**config.mk**
```make
export PLATFORM = sky130hd
export DESIGN_NAME = pc_sequencer_flat
export DESIGN_NICKNAME = d
export VERILOG_FILES = /design/src/rtl/pc_sequencer_if.sv /design/src/rtl/pc_sequencer.sv /design/src/flat_wrapper.sv
export SDC_FILE = /design/constraint.sdc
export NUM_CORES = 1
export LEC_CHECK = 0
export CAP_MARGIN = 20
export CORE_ASPECT_RATIO = 0.75
export CORE_UTILIZATION = 42
export DETAILED_ROUTE_END_ITERATION = 16
export GPL_TIMING_DRIVEN = 0
export PLACE_DENSITY = 0.81
export SYNTH_ARGS = -nofsm -noshare
export SYNTH_HDL_FRONTEND = slang
export SYNTH_SLANG_ARGS = --single-unit
export TNS_END_PERCENT = 100
```
**constraint.sdc**
```tcl
create_clock -name clk -period 2.7 [get_ports clk]
set_clock_uncertainty 0.05 [all_clocks]
set_input_delay 0.81 -clock clk [delete_from_list [all_inputs] [get_ports clk]]
set_output_delay 0.81 -clock clk [all_outputs]
set_load 0.03 [all_outputs]
```
**src/rtl/pc_sequencer_if.sv**
```systemverilog
// Fetch-side bus of the PC sequencer: redirect requests from ID/EX and the
// exception logic in one direction, and the fetch address and flushes in the other.
interface pc_sequencer_if;
   logic        stall;
   logic        jump_req;
   logic [31:0] jump_target;
   logic        branch_req;
   logic [31:0] branch_target;
   logic        exc_req;
   logic [31:0] pc;
   logic [31:0] pc_plus4;
   logic        fetch_valid;
   logic        flush_if;
   logic        flush_id;
   logic        addr_err;
   logic [15:0] redirect_cnt;

   modport master (
      output stall, jump_req, jump_target, branch_req, branch_target, exc_req,
      input  pc, pc_plus4, fetch_valid, flush_if, flush_id, addr_err, redirect_cnt
   );

   modport slave (
      input  stall, jump_req, jump_target, branch_req, branch_target, exc_req,
      output pc, pc_plus4, fetch_valid, flush_if, flush_id, addr_err, redirect_cnt
   );
endinterface

```
**src/rtl/pc_sequencer.sv**
```systemverilog
// Owns the program counter: picks PC+4, jump, branch or exception vector,
// drives IF/ID flushes and keeps a saturating count of accepted redirects.
//  state | meaning
//  BOOT  | first cycle out of reset, no fetch, pc held
//  RUN   | fetching, redirect requests are accepted
//  DRAIN | one dead fetch cycle after an exception or misaligned target
module pc_sequencer #(
   parameter logic [31:0] RESET_PC   = 32'h0000_0000,
   parameter logic [31:0] EXC_VECTOR = 32'h8000_0180
) (
   input logic           clk,
   input logic           reset,
   pc_sequencer_if.slave bus
);
   typedef enum logic [1:0] {BOOT, RUN, DRAIN} state_t;

   state_t      r_state;
   state_t      w_next_state;
   logic [31:0] r_pc;
   logic [31:0] w_next_pc;
   logic [31:0] w_pc_plus4;
   logic [31:0] w_target;
   logic        r_addr_err;
   logic        w_next_err;
   logic [15:0] r_cnt;
   logic        w_exc_acc;
   logic        w_br_acc;
   logic        w_jmp_acc;
   logic        w_redirect;

   assign w_pc_plus4 = r_pc + 32'd4;

   always_comb begin
      w_next_state = r_state;
      w_next_pc    = r_pc;
      w_next_err   = 1'b0;
      w_exc_acc    = 1'b0;
      w_br_acc     = 1'b0;
      w_jmp_acc    = 1'b0;
      w_target     = bus.jump_target;
      case (r_state)
         BOOT:  w_next_state = RUN;
         DRAIN: w_next_state = RUN;
         RUN: begin
            // a stalled jump is simply not taken; ID holds and re-presents it
            w_exc_acc = bus.exc_req;
            w_br_acc  = !bus.exc_req && bus.branch_req;
            w_jmp_acc = !bus.exc_req && !bus.branch_req && bus.jump_req && !bus.stall;
            if (w_br_acc)
               w_target = bus.branch_target;
            if (w_exc_acc) begin
               w_next_pc    = EXC_VECTOR;
               w_next_state = DRAIN;
            end else if (w_br_acc || w_jmp_acc) begin
               if (w_target[1:0] != 2'b00) begin
                  w_next_pc    = EXC_VECTOR;
                  w_next_err   = 1'b1;
                  w_next_state = DRAIN;
               end else begin
                  w_next_pc = w_target;
               end
            end else if (!bus.stall) begin
               w_next_pc = w_pc_plus4;
            end
         end
         default: w_next_state = BOOT;
      endcase
   end

   assign w_redirect = w_exc_acc || w_br_acc || w_jmp_acc;

   always_ff @(posedge clk) begin
      if (reset) begin
         r_state    <= BOOT;
         r_pc       <= RESET_PC;
         r_addr_err <= 1'b0;
         r_cnt      <= 16'h0000;
      end else begin
         r_state    <= w_next_state;
         r_pc       <= w_next_pc;
         r_addr_err <= w_next_err;
         if (w_redirect && (r_cnt != 16'hFFFF))
            r_cnt <= r_cnt + 16'd1;
      end
   end

   assign bus.pc           = r_pc;
   assign bus.pc_plus4     = w_pc_plus4;
   assign bus.fetch_valid  = (r_state == RUN);
   // a jump resolves in ID, so only exceptions and branches kill ID/EX
   assign bus.flush_if     = w_redirect;
   assign bus.flush_id     = w_exc_acc || w_br_acc;
   assign bus.addr_err     = r_addr_err;
   assign bus.redirect_cnt = r_cnt;
endmodule
```
**src/flat_wrapper.sv**
```systemverilog
// flat-port wrapper written by rule: the top's interface ports become plain ports
module pc_sequencer_flat 
#(
   parameter logic [31:0] RESET_PC   = 32'h0000_0000,
   parameter logic [31:0] EXC_VECTOR = 32'h8000_0180
)
  (clk, reset, bus_stall, bus_jump_req, bus_jump_target, bus_branch_req, bus_branch_target, bus_exc_req, bus_pc, bus_pc_plus4, bus_fetch_valid, bus_flush_if, bus_flush_id, bus_addr_err, bus_redirect_cnt);
  pc_sequencer_if bus_i ();
  input logic clk;
  input logic reset;
  input wire logic [$bits(bus_i.stall)-1:0] bus_stall;
  input wire logic [$bits(bus_i.jump_req)-1:0] bus_jump_req;
  input wire logic [$bits(bus_i.jump_target)-1:0] bus_jump_target;
  input wire logic [$bits(bus_i.branch_req)-1:0] bus_branch_req;
  input wire logic [$bits(bus_i.branch_target)-1:0] bus_branch_target;
  input wire logic [$bits(bus_i.exc_req)-1:0] bus_exc_req;
  output wire logic [$bits(bus_i.pc)-1:0] bus_pc;
  output wire logic [$bits(bus_i.pc_plus4)-1:0] bus_pc_plus4;
  output wire logic [$bits(bus_i.fetch_valid)-1:0] bus_fetch_valid;
  output wire logic [$bits(bus_i.flush_if)-1:0] bus_flush_if;
  output wire logic [$bits(bus_i.flush_id)-1:0] bus_flush_id;
  output wire logic [$bits(bus_i.addr_err)-1:0] bus_addr_err;
  output wire logic [$bits(bus_i.redirect_cnt)-1:0] bus_redirect_cnt;
  assign bus_i.stall = bus_stall;
  assign bus_i.jump_req = bus_jump_req;
  assign bus_i.jump_target = bus_jump_target;
  assign bus_i.branch_req = bus_branch_req;
  assign bus_i.branch_target = bus_branch_target;
  assign bus_i.exc_req = bus_exc_req;
  assign bus_pc = bus_i.pc;
  assign bus_pc_plus4 = bus_i.pc_plus4;
  assign bus_fetch_valid = bus_i.fetch_valid;
  assign bus_flush_if = bus_i.flush_if;
  assign bus_flush_id = bus_i.flush_id;
  assign bus_addr_err = bus_i.addr_err;
  assign bus_redirect_cnt = bus_i.redirect_cnt;
  pc_sequencer #(.RESET_PC(RESET_PC), .EXC_VECTOR(EXC_VECTOR)) u_core (.clk(clk), .reset(reset), .bus(bus_i));
endmodule
```
## Word level (Yosys, flattened, before mapping)

Index checks and enable logic that the tools add are counted.

- $add $sub $neg: 2
- Equal/unequal tests: 6
- Mux-type cells: 14
- Bitwise gates (word level): 2
- Reduce and logical (&&, ||, !) cells: 17

Operator list:

| kind | count |
|---|---|
| $mux W32 | 6 |
| $add A32 B3 Y32 const B | 1 |
| $add A16 B1 Y16 const B | 1 |
| $ne A16 B16 Y1 const B | 1 |
| $mux W2 | 3 |
| $ne A3 B2 Y1 const B | 2 |
| $logic_and A1 B1 Y1 | 5 |
| $mux W1 | 4 |
| $pmux W2 S2 | 1 |
| $reduce_and A2 Y1 | 2 |
| $reduce_or A4 Y1 | 1 |
| $logic_not A1 Y1 | 3 |
| $logic_or A1 B1 Y1 | 3 |
| $ne A3 B1 Y1 const B | 1 |
| $eq A2 B1 Y1 const B | 1 |
| $eq A2 B2 Y1 const B | 1 |
| $logic_not A2 Y1 | 1 |
| $not A1 Y1 | 2 |
| $reduce_bool A2 Y1 | 1 |
| $reduce_or A2 Y1 | 1 |

- Bits in registers: 51
- Input port bits: 70
- Output and inout port bits: 84
- Word-level logic and storage cells: 45

## Longest topological paths before layout

Gate-level depths: netlist (run 1).

- Word-level depth: 9
- Gate-level depth with buffers: 8
- Depth with buffers taken out: 6

## Worst setup path after synthesis (run 1)

No wires, ideal clock.

- Path kind: register to output
- Start: reg u_core.r_pc[2] (netlist: u_core.bus.pc[2])
- End: out bus_pc_plus4[20]
- Data arrival time: 2.381 ns
- Data required time: 1.840 ns
- Setup slack: -0.541 ns
- Cell stages (with the launch flop): 6
- Path buffers: 0
- Cell sequence: dfxtp_1 > ha_1 > nand4_1 > nor4_1 > nand3_1 > xnor2_1

- Word-level cells in the longest chain between the ends: 1

RTL lines:

| element | RTL line | source |
|---|---|---|
| start, declared | pc_sequencer.sv:19 | `logic [31:0] r_pc;` |
| start signal, assigned | pc_sequencer.sv:80 | `r_pc <= w_next_pc;` |
| $add A32 B3 Y32 | pc_sequencer.sv:31 | `assign w_pc_plus4 = r_pc + 32'd4;` |
| end, declared | flat_wrapper.sv:18 | `output wire logic [$bits(bus_i.pc_plus4)-1:0] bus_pc_plus4;` |

Every way passes these cells.

## Final worst setup path (run 1)

- Start: reg u_core.r_pc[9] (netlist: u_core.bus.pc[9])
- End: out bus_pc_plus4[21]

Same word-level chain as after synthesis.

==> run summary, run 1 <==
quantity of hold-fixing buffers added after cts: 0
Post-Syn Instances: 425
Max Root-Sink Buffers: 2
HP Start: u_core.bus.pc[1]$_SDFFE_PP0P_
Die Span X: 106 um
post-synthesis net count: 497
core area: 0.00788 mm^2
nature of the critical path startpoint: flop
Mapped Area: 0.00340 mm^2
Async SR Flop Fraction: 0
Post-synth EDFFs: 0
clk slew on worst S/H paths: 90 ps
post-route setup slack: -265 ps
Slew HR: 0.414
fmax: 0.337 GHz
Vias/cell: 6.15
gr ovfl total: 0
period utilisation layout: 1.10
die area: 0.00847 mm^2
Final Max Tran Viols: 0
Crit. End Element: output pin
Comb power frac: 0.284
die height: 80.0 um
antenna violations before repair: 0
delay-heaviest family, CP: simple AND/OR/NAND/NOR gates
number of remaining DRC errors: 0
overall track demand over capacity in global routing: 0.325
TritonCTS clock tree: built
largest net degree at the start of global routing: 16
total CTS buffers: 5
CP startpoint: u_core.bus.pc[9]$_SDFFE_PP0P_
Final nets: 725
Internal: 0.00121 W
Cell Rows: 28
area grow syn2layout: 89.0%
H-tree levels: 2
first-pass GRT wire length: 21.6 mm
post-route ant nets: 0
Starting Density: 0.432
worst IR drop on VDD: 0.213 mV
largest stage delay on the critical path: 540 ps
status: finished with violations
clk sinks: 51
CP Cell Sequence: nand3_4 -> buf_4 -> or4_4 -> nor3_4 -> xor2_2 -> buf_6
failing checks: negative setup slack
register area: 0.00109 mm^2
crit-path max FO: 5
Switch Pwr: 0.000563 W
root buffer cell: clkbuf_8
post-synthesis sequential area ratio: 0.300
flops & latches, synth: 51
DR iter-0 viols: 528
setup TNS: -2650 ps
DP HPWL: 9.59 mm
Post-Route WL: 15.5 mm
fillers: 456
Hold Slack: 457 ps
Synth warnings: 0
reg2reg start: u_core.bus.redirect_cnt[0]$_SDFFE_PP0P_
PortBufs: 152
gp weighted congestion: 0.921
dominant register cell in the synthesized netlist: dfxtp_1
Pre-antenna DRT Iters: 9
Max-Cap Viols: 0
Clk network pwr share: 0.273
DR WL/cell: 20.4 um
worst slew pin tran: 873 ps
Buf/Inv on CP: 2
count of final setup violators: 20
Multi-input gate area: 0.00283 mm^2
RSZ-0062 raised after global routing: yes
vias in the first global route: 4208
final hold viol count: 0
kind of critical path: reg2out
Antenna diodes: 0
Netlist cell types: 57
sequential share of power: 0.443
crit path DAT: 2110 ps
Slowest-stage cell, CP: or4_4
pwr/cell area: 275 mW/mm^2
min-delay worst type: reg2reg
# IOs: 154
CP required: 1840 ps
fin crit period: 2970 ps
worst skew pair latency: 320 ps
Leak: 2.65 nW
ratio of cells with drive above 1 in the final layout: 0.350
Sw Share: 0.318
vias: 4665
Avg Cell Area, Syn: 8.01 um^2
[placed cells by master (no fill, tap or decap), drive strengths merged, types with 3 or more instances in the layout]
master,synthesis,final
a211oi,6,6
a21oi,22,22
a221o,3,3
a221oi,3,3
a22oi,6,6
a31oi,3,3
and2,5,5
and3,7,7
buf,9,107
clkbuf,19,25
clkdlybuf4s50,0,118
dfxtp,51,51
dlygate4sd2,0,6
inv,11,11
mux2,12,12
mux2i,18,18
nand2,32,32
nand2b,6,6
nand3,25,25
nand4,15,15
nor2,30,30
nor3,16,16
nor4,18,18
o21ai,16,16
o22ai,4,4
o2bb2ai,7,7
or2,5,5
or3,6,6
or4,7,7
xnor2,27,27
xor2,9,9
[worst paths after layout]
check	depth (start not counted)	end	slack [ps]
setup / recovery	6	bus_pc_plus4[21]	-270
hold / removal	1	u_core.bus.pc[1]$_SDFFE_PP0P_	460
setup reg to reg	7	u_core.bus.redirect_cnt[7]$_SDFFE_PP0P_	240
hold reg to reg	1	u_core.bus.pc[1]$_SDFFE_PP0P_	460
[cell type report]
| type | instances | share of cell area |
|---|---|---|
| multi-input combinational | 335 | 0.439 |
| clock buffer | 7 | 0.0134 |
| sequential | 51 | 0.170 |
| tap | 105 | 0.0204 |
| clock inverter | 1 | 0.000778 |
| timing repair buffer | 226 | 0.330 |
| inverter | 11 | 0.00642 |
| buffer | 23 | 0.0200 |
[routing by layer]
metal  global-route usage  routed length (um)  vias up
li1                     -                   -     2047
met3               0.0694                1720       67
met5                    0                   0        -
met4                0.128                 538        0
met1                0.409                5880     2193
met2                0.546                7360      358
[registers in the layout (all words and copies together), names as in the netlist]
| register | cells |
|---|---|
| u_core.bus.addr_err | 1 |
| u_core.r_state | 2 |
| u_core.bus.pc | 32 |
| u_core.bus.redirect_cnt | 16 |
[cell usage after synthesis, types with 3 or more instances]
master | count | area share
and2_1 | 5 | 0.0092
mux2i_1 | 18 | 0.053
inv_1 | 11 | 0.012
xnor2_1 | 27 | 0.069
a221o_1 | 3 | 0.0088
clkbuf_1 | 18 | 0.020
mux2_2 | 12 | 0.040
o21ai_0 | 15 | 0.022
o2bb2ai_1 | 7 | 0.018
dfxtp_1 | 51 | 0.30
or3_1 | 6 | 0.011
a211oi_1 | 6 | 0.013
or4_1 | 7 | 0.015
a22oi_1 | 6 | 0.013
nand2b_1 | 5 | 0.0092
o22ai_1 | 4 | 0.0074
a31oi_1 | 3 | 0.0055
buf_2 | 6 | 0.0088
nand4_1 | 15 | 0.028
nor3_1 | 16 | 0.024
and3_1 | 7 | 0.013
nor4_1 | 16 | 0.029
a221oi_1 | 3 | 0.0077
nand2_1 | 31 | 0.034
a21oi_1 | 22 | 0.032
or2_2 | 4 | 0.0074
nand3_1 | 24 | 0.035
xor2_1 | 9 | 0.023
nor2_1 | 30 | 0.033
[repair_timing]
item / in CTS / in global routing
setup endpoints to repair: 61 / 48
setup buffers: 49 / 25
pin swaps: 37 / 29
resized for setup: 227 / 73
gates cloned: 0 / 0
[worst register-to-register path, delay by kind of cell (launching register included)]
kind / cells / cell delay, ps
and+or+nand+nor: 4 / 1110
DFF: 1 / 430
adders and majority gates: 1 / 320
buffers and inverters: 1 / 220
xor gates and xnor gates: 1 / 210
[cells by family after synthesis]
group / synth area share
adder cells (fa/ha/maj): 0.00735
AND/OR/NAND/NOR: 0.283
multiplexers: 0.0926
AO/OA/AOI/OAI: 0.176
buffers and inverters: 0.0478
XOR/XNOR: 0.0926
flip-flops: 0.300
[power groups by stage]
stage                     logic (W)  clock network (W)  registers [W]
final                      0.000502           0.000483       0.000784
after global routing       0.000525           0.000506       0.000786
after CTS                  0.000468           0.000470       0.000785
after detailed placement   0.000441                  0       0.000810
after global placement     0.000434                  0       0.000808
after floorplan            0.000199                  0       0.000833
[stage by stage]
| step | cell area [um^2] | utilization | worst slack, ps | power (W) | cells |
|---|---|---|---|---|---|
| finish | 6430 | 0.816 | -265 | 0.00177 | 759 |
| global route | 6430 | 0.816 | -334 | 0.00182 | 759 |
| CTS | 6060 | 0.769 | -190 | 0.00172 | 734 |
| detailed placement | 5390 | 0.683 | -1070 | 0.00125 | 682 |
| global placement | 5390 | 0.683 | -1070 | 0.00124 | 682 |
| floorplan | 3730 | - | -118 | 0.00103 | 425 |
Power figures use the tool's default switching activity.
==> run 2, diff against run 1 <==
CTS_CLUSTER_DIAMETER = 40   (was unset)
clock period = 3.3 ns   (was 2.7 ns; I/O delays follow)
==> run 2 against run 1 <==
Compared with the run above: the flow now finishes without violations; final cell count fell by 6.6%; non-clock buffer count is 50 lower; global-route usage fell by 3.2 points; via count down 8.7%; routed wire length is 16% lower; utilization fell by 12 points; die area did not move; clock-buffer cell count decreased by 2; total power shrank 21%; combinational power down 25%; sequential share of layout area grew 2.1 points; highest routed layer unchanged.
==> run summary, run 2 (synthesis gave the netlist of run 1 again) <==
largest net degree at the start of global routing: 17
first-pass GRT wire length: 19.4 mm
Starting Density: 0.432
Vias/cell: 6.01
worst IR drop on VDD: 0.208 mV
DP Area: 0.00509 mm^2
Crit. End Element: output pin
Max Root-Sink Buffers: 2
# IOs: 154
crit path DAT: 2210 ps
status: completed
Max-Cap Viols: 0
clk sinks: 51
RSZ-0062 raised after global routing: yes
post-route ant nets: 0
core area: 0.00788 mm^2
clk slew on worst S/H paths: 100 ps
fin crit period: 3250 ps
Post-Route WL: 13.0 mm
pwr/cell area: 256 mW/mm^2
CP required: 2260 ps
total CTS buffers: 5
sequential share of power: 0.463
final hold viol count: 0
die area: 0.00847 mm^2
Buf/Inv on CP: 2
PortBufs: 152
Internal: 0.000957 W
largest stage delay on the critical path: 420 ps
Leak: 2.15 nW
fillers: 606
period utilisation layout: 0.984
nature of the critical path startpoint: primary input
DP HPWL: 9.43 mm
DP Worst Slack: -866 ps
vias: 4261
Die Span X: 106 um
most frequent cells in the layout: 127 x clkdlybuf4s50_1, 36 x dfxtp_1, 29 x nor2_1, 28 x nand2_1, 25 x buf_4
Antenna diodes: 0
leading cell type in the layout, fill and taps excluded: clkdlybuf4s50_1
vias in the first global route: 3887
Comb power frac: 0.267
post-route cell area: 0.00548 mm^2
worst skew pair latency: 320 ps
TritonCTS clock tree: built
ratio of cells with drive above 1 in the final layout: 0.200
root buffer cell: clkbuf_8
DR WL/cell: 18.3 um
die height: 80.0 um
DR iter-0 viols: 394
post-route setup slack: 51.6 ps
Final nets: 675
worst slew pin tran: 889 ps
min-delay worst type: reg2reg
overall track demand over capacity in global routing: 0.294
Slowest-stage cell, CP: clkdlybuf4s50_1
Final Max Tran Viols: 0
Slew HR: 0.403
count of final setup violators: 0
H-tree levels: 2
Pre-antenna DRT Iters: 6
Clk network pwr share: 0.271
Sw Share: 0.317
crit-path max FO: 6
gr ovfl total: 0
Cell Rows: 28
Switch Pwr: 0.000445 W
max reg flops: 32
CP Cell Sequence: clkdlybuf4s50_1 -> or2_4 -> and2_1 -> dlygate4sd2_1
fmax: 0.308 GHz
antenna violations before repair: 0
kind of critical path: in2out
gp weighted congestion: 0.963
delay-heaviest family, CP: buffers and inverters
area grow syn2layout: 60.9%
number of remaining DRC errors: 0
[run 2: cell types whose count changed in the layout (fill, tap and decap cells not counted), moves of 5 or more]
cell             delta
buf_4              -41
clkdlybuf4s50_1     +9
xnor2_4             -9
buf_6              -31
buf_2              +10
xnor2_1             +8
xor2_1              +5
nand3_1             +7
dfxtp_4            -13
dfxtp_1            +10
[run 2: final timing paths]
| check | from | end | slack (ps) | cells past startpoint |
|---|---|---|---|---|
| setup / recovery | bus_exc_req | bus_flush_id | 50 | 4 |
| hold / removal | u_core.bus.pc[0]$_SDFFE_PP0P_ | u_core.bus.pc[0]$_SDFFE_PP0P_ | 450 | 1 |
| setup reg to reg | u_core.bus.redirect_cnt[7]$_SDFFE_PP0P_ | u_core.bus.redirect_cnt[6]$_SDFFE_PP0P_ | 850 | 5 |
| hold reg to reg | u_core.bus.pc[0]$_SDFFE_PP0P_ | u_core.bus.pc[0]$_SDFFE_PP0P_ | 450 | 1 |
[run 2: power by group through the flow]
stage | clock (W) | sequential, W | combinational (W)
CTS | 0.000372 | 0.000648 | 0.000361
global route | 0.000397 | 0.000651 | 0.000394
detailed placement | 0 | 0.000662 | 0.000356
floorplan | 0 | 0.000681 | 0.000158
finish | 0.000379 | 0.000649 | 0.000374
global placement | 0 | 0.000661 | 0.000350
[run 2: stage by stage]
stage / TNS (ps) / hold WS [ps] / util / instances / power [W]
floorplan: 0 / 412 / - / 425 / 0.000839
global placement: -14550 / 424 / 0.645 / 682 / 0.00101
detailed placement: -17710 / 438 / 0.645 / 682 / 0.00102
CTS: 0 / 452 / 0.684 / 703 / 0.00138
global route: -57.6 / 471 / 0.695 / 709 / 0.00144
finish: 0 / 448 / 0.695 / 709 / 0.00140
[run 2: layout make-up]
cell class | count | area [um^2] | share of cell area
inverter | 11 | 41.3 | 0.00754
multi-input combinational | 335 | 2420 | 0.443
sequential | 51 | 1050 | 0.192
tap | 105 | 131 | 0.0240
clock inverter | 3 | 18.8 | 0.00343
clock buffer | 5 | 68.8 | 0.0126
timing repair buffer | 174 | 1610 | 0.294
buffer | 25 | 130 | 0.0238
[run 2: layer usage]
| layer | global-route usage | vias up | part of all wire |
|---|---|---|---|
| met5 | 0 | - | 0 |
| met4 | 0.114 | 0 | 0.026 |
| met3 | 0.0588 | 38 | 0.12 |
| met2 | 0.482 | 319 | 0.46 |
| met1 | 0.380 | 1964 | 0.40 |
| li1 | - | 1940 | - |
[run 2: timing repair]
item	CTS	global route
endpoints found under the setup margin	45	35
pin swaps	7	9
buffers inserted	15	7
resized for setup	98	62
hold buffers	0	0
==> run 3, diff against run 2 <==
GPL_TIMING_DRIVEN = unset   (was 0)
==> run 3 against run 2 <==
Compared with the run above: the flow now finishes with violations (negative setup slack); total power rose by 12%; maximum frequency fell by 2.2%; clock-buffer cell count did not move; flip-flop and latch count did not move; non-clock buffer count rose by 7; first-iteration DRC count fell by 0.76%; routed wire length fell by 0.50%; critical path type is now reg2out; highest routed layer unchanged.
==> run summary, run 3 (synthesis gave the netlist of run 1 again) <==
Slew HR: 0.445
# IOs: 154
worst IR drop on VDD: 0.179 mV
failing checks: negative setup slack
quantity of hold-fixing buffers added after cts: 0
leading cell type in the layout, fill and taps excluded: clkdlybuf4s50_1
nature of the critical path startpoint: flop
die height: 80.0 um
pwr/cell area: 278 mW/mm^2
area grow syn2layout: 65.3%
die area: 0.00847 mm^2
Antenna diodes: 0
status: finished with violations
RSZ-0062 raised after global routing: yes
post-route setup slack: -22.7 ps
TritonCTS clock tree: built
root buffer cell: clkbuf_8
vias in the first global route: 3863
crit path DAT: 2280 ps
gp weighted congestion: 0.883
fin crit period: 3320 ps
final design utilization: 0.714
Max-Cap Viols: 0
CP required: 2260 ps
gr ovfl total: 0
min-delay worst type: reg2reg
Max Root-Sink Buffers: 2
Starting Density: 0.432
worst slew pin tran: 831 ps
number of remaining DRC errors: 0
Crit. End Element: output pin
Final nets: 682
worst skew pair latency: 310 ps
clk slew on worst S/H paths: 100 ps
crit-path max FO: 6
fmax: 0.301 GHz
count of final setup violators: 2
first-pass GRT wire length: 19.3 mm
Final Max Tran Viols: 0
setup TNS: -44.1 ps
period utilisation layout: 1.01
Cell Rows: 28
Vias/cell: 5.89
most frequent cells in the layout: 127 x clkdlybuf4s50_1, 66 x buf_4, 41 x dfxtp_1, 31 x nand2_1, 30 x nor2_1
DR iter-0 viols: 391
max reg flops: 32
ratio of cells with drive above 1 in the final layout: 0.218
clk sinks: 51
vias: 4215
post-route ant nets: 0
Die Span X: 106 um
Pre-antenna DRT Iters: 5
kind of critical path: reg2out
post-route cell area: 0.00563 mm^2
antenna violations before repair: 0
final hold viol count: 0
PortBufs: 153
overall track demand over capacity in global routing: 0.289
DR WL/cell: 18.0 um
Leak: 2.21 nW
total CTS buffers: 5
core area: 0.00788 mm^2
largest net degree at the start of global routing: 37
Post-Route WL: 12.9 mm
H-tree levels: 2
DP Area: 0.00528 mm^2
DP HPWL: 9.42 mm
[run 3: changes by cell type in the layout (fill, tap and decap cells not counted), sizes merged]
cell,delta
inv,-1
buf,+27
dlygate4sd2,-3
clkinv,-2
clkbuf,-19
bufinv,+2
clkinvlp,+1
dlymetal6s2s,+1
clkdlybuf4s15,+1
[run 3: routing by layer]
layer	vias up	wire, um	track usage
met1	1982	5520	0.391
met3	23	1170	0.0531
met4	0	199	0.0944
met5	-	0	0
li1	1956	-	-
met2	254	6030	0.464
[run 3: timing repair]
item	in CTS	in global routing
gates cloned	0	1
pin swaps	2	7
endpoints found under the setup margin	18	21
resized for setup	16	28
buffers inserted	4	8
[run 3: worst max-delay path, stage by stage, from the launching register on]
cell,delay [ps]
dfxtp_1,470
nand2_1,240
or4_4,550
nor3_2,210
xor2_1,280
buf_4,220
[run 3: power breakdown]
part / switching (W) / leakage [nW] / internal, W
clock network: 0.000233 / 0.0644 / 0.000303
logic: 0.000191 / 1.73 / 0.000193
registers: 0.0000187 / 0.419 / 0.000626
[run 3: through the flow]
stage               total power (W)  worst slack (ps)  instances  hold slack (ps)
CTS                         0.00156              20.4        707              455
global placement            0.00103              -317        695              426
detailed placement          0.00104              -326        695              439
floorplan                  0.000839             0.680        425              412
global route                0.00161             -90.7        716              478
finish                      0.00156             -22.7        716              454
[run 3: path summary, 6_finish.rpt]
kind	from	end	slack [ps]	cells after the start
min	u_core.bus.pc[0]$_SDFFE_PP0P_	u_core.bus.pc[0]$_SDFFE_PP0P_	450	1
max	u_core.bus.pc[14]$_SDFFE_PP0P_	bus_pc_plus4[21]	-20	5
max reg2reg	u_core.bus.pc[14]$_SDFFE_PP0P_	u_core.bus.pc[21]$_SDFFE_PP0P_	920	9
min reg2reg	u_core.bus.pc[0]$_SDFFE_PP0P_	u_core.bus.pc[0]$_SDFFE_PP0P_	450	1
[run 3: area by class of cell]
type                    instances  area (um^2)
multi-input cells             335         2350
fillers                       617         2260
repair buffers                206         1930
flip-flops and latches         51         1040
well taps                     105          131
clock buffers                   5         68.8
clock inverters                 3         67.6
inverters                      11         41.3
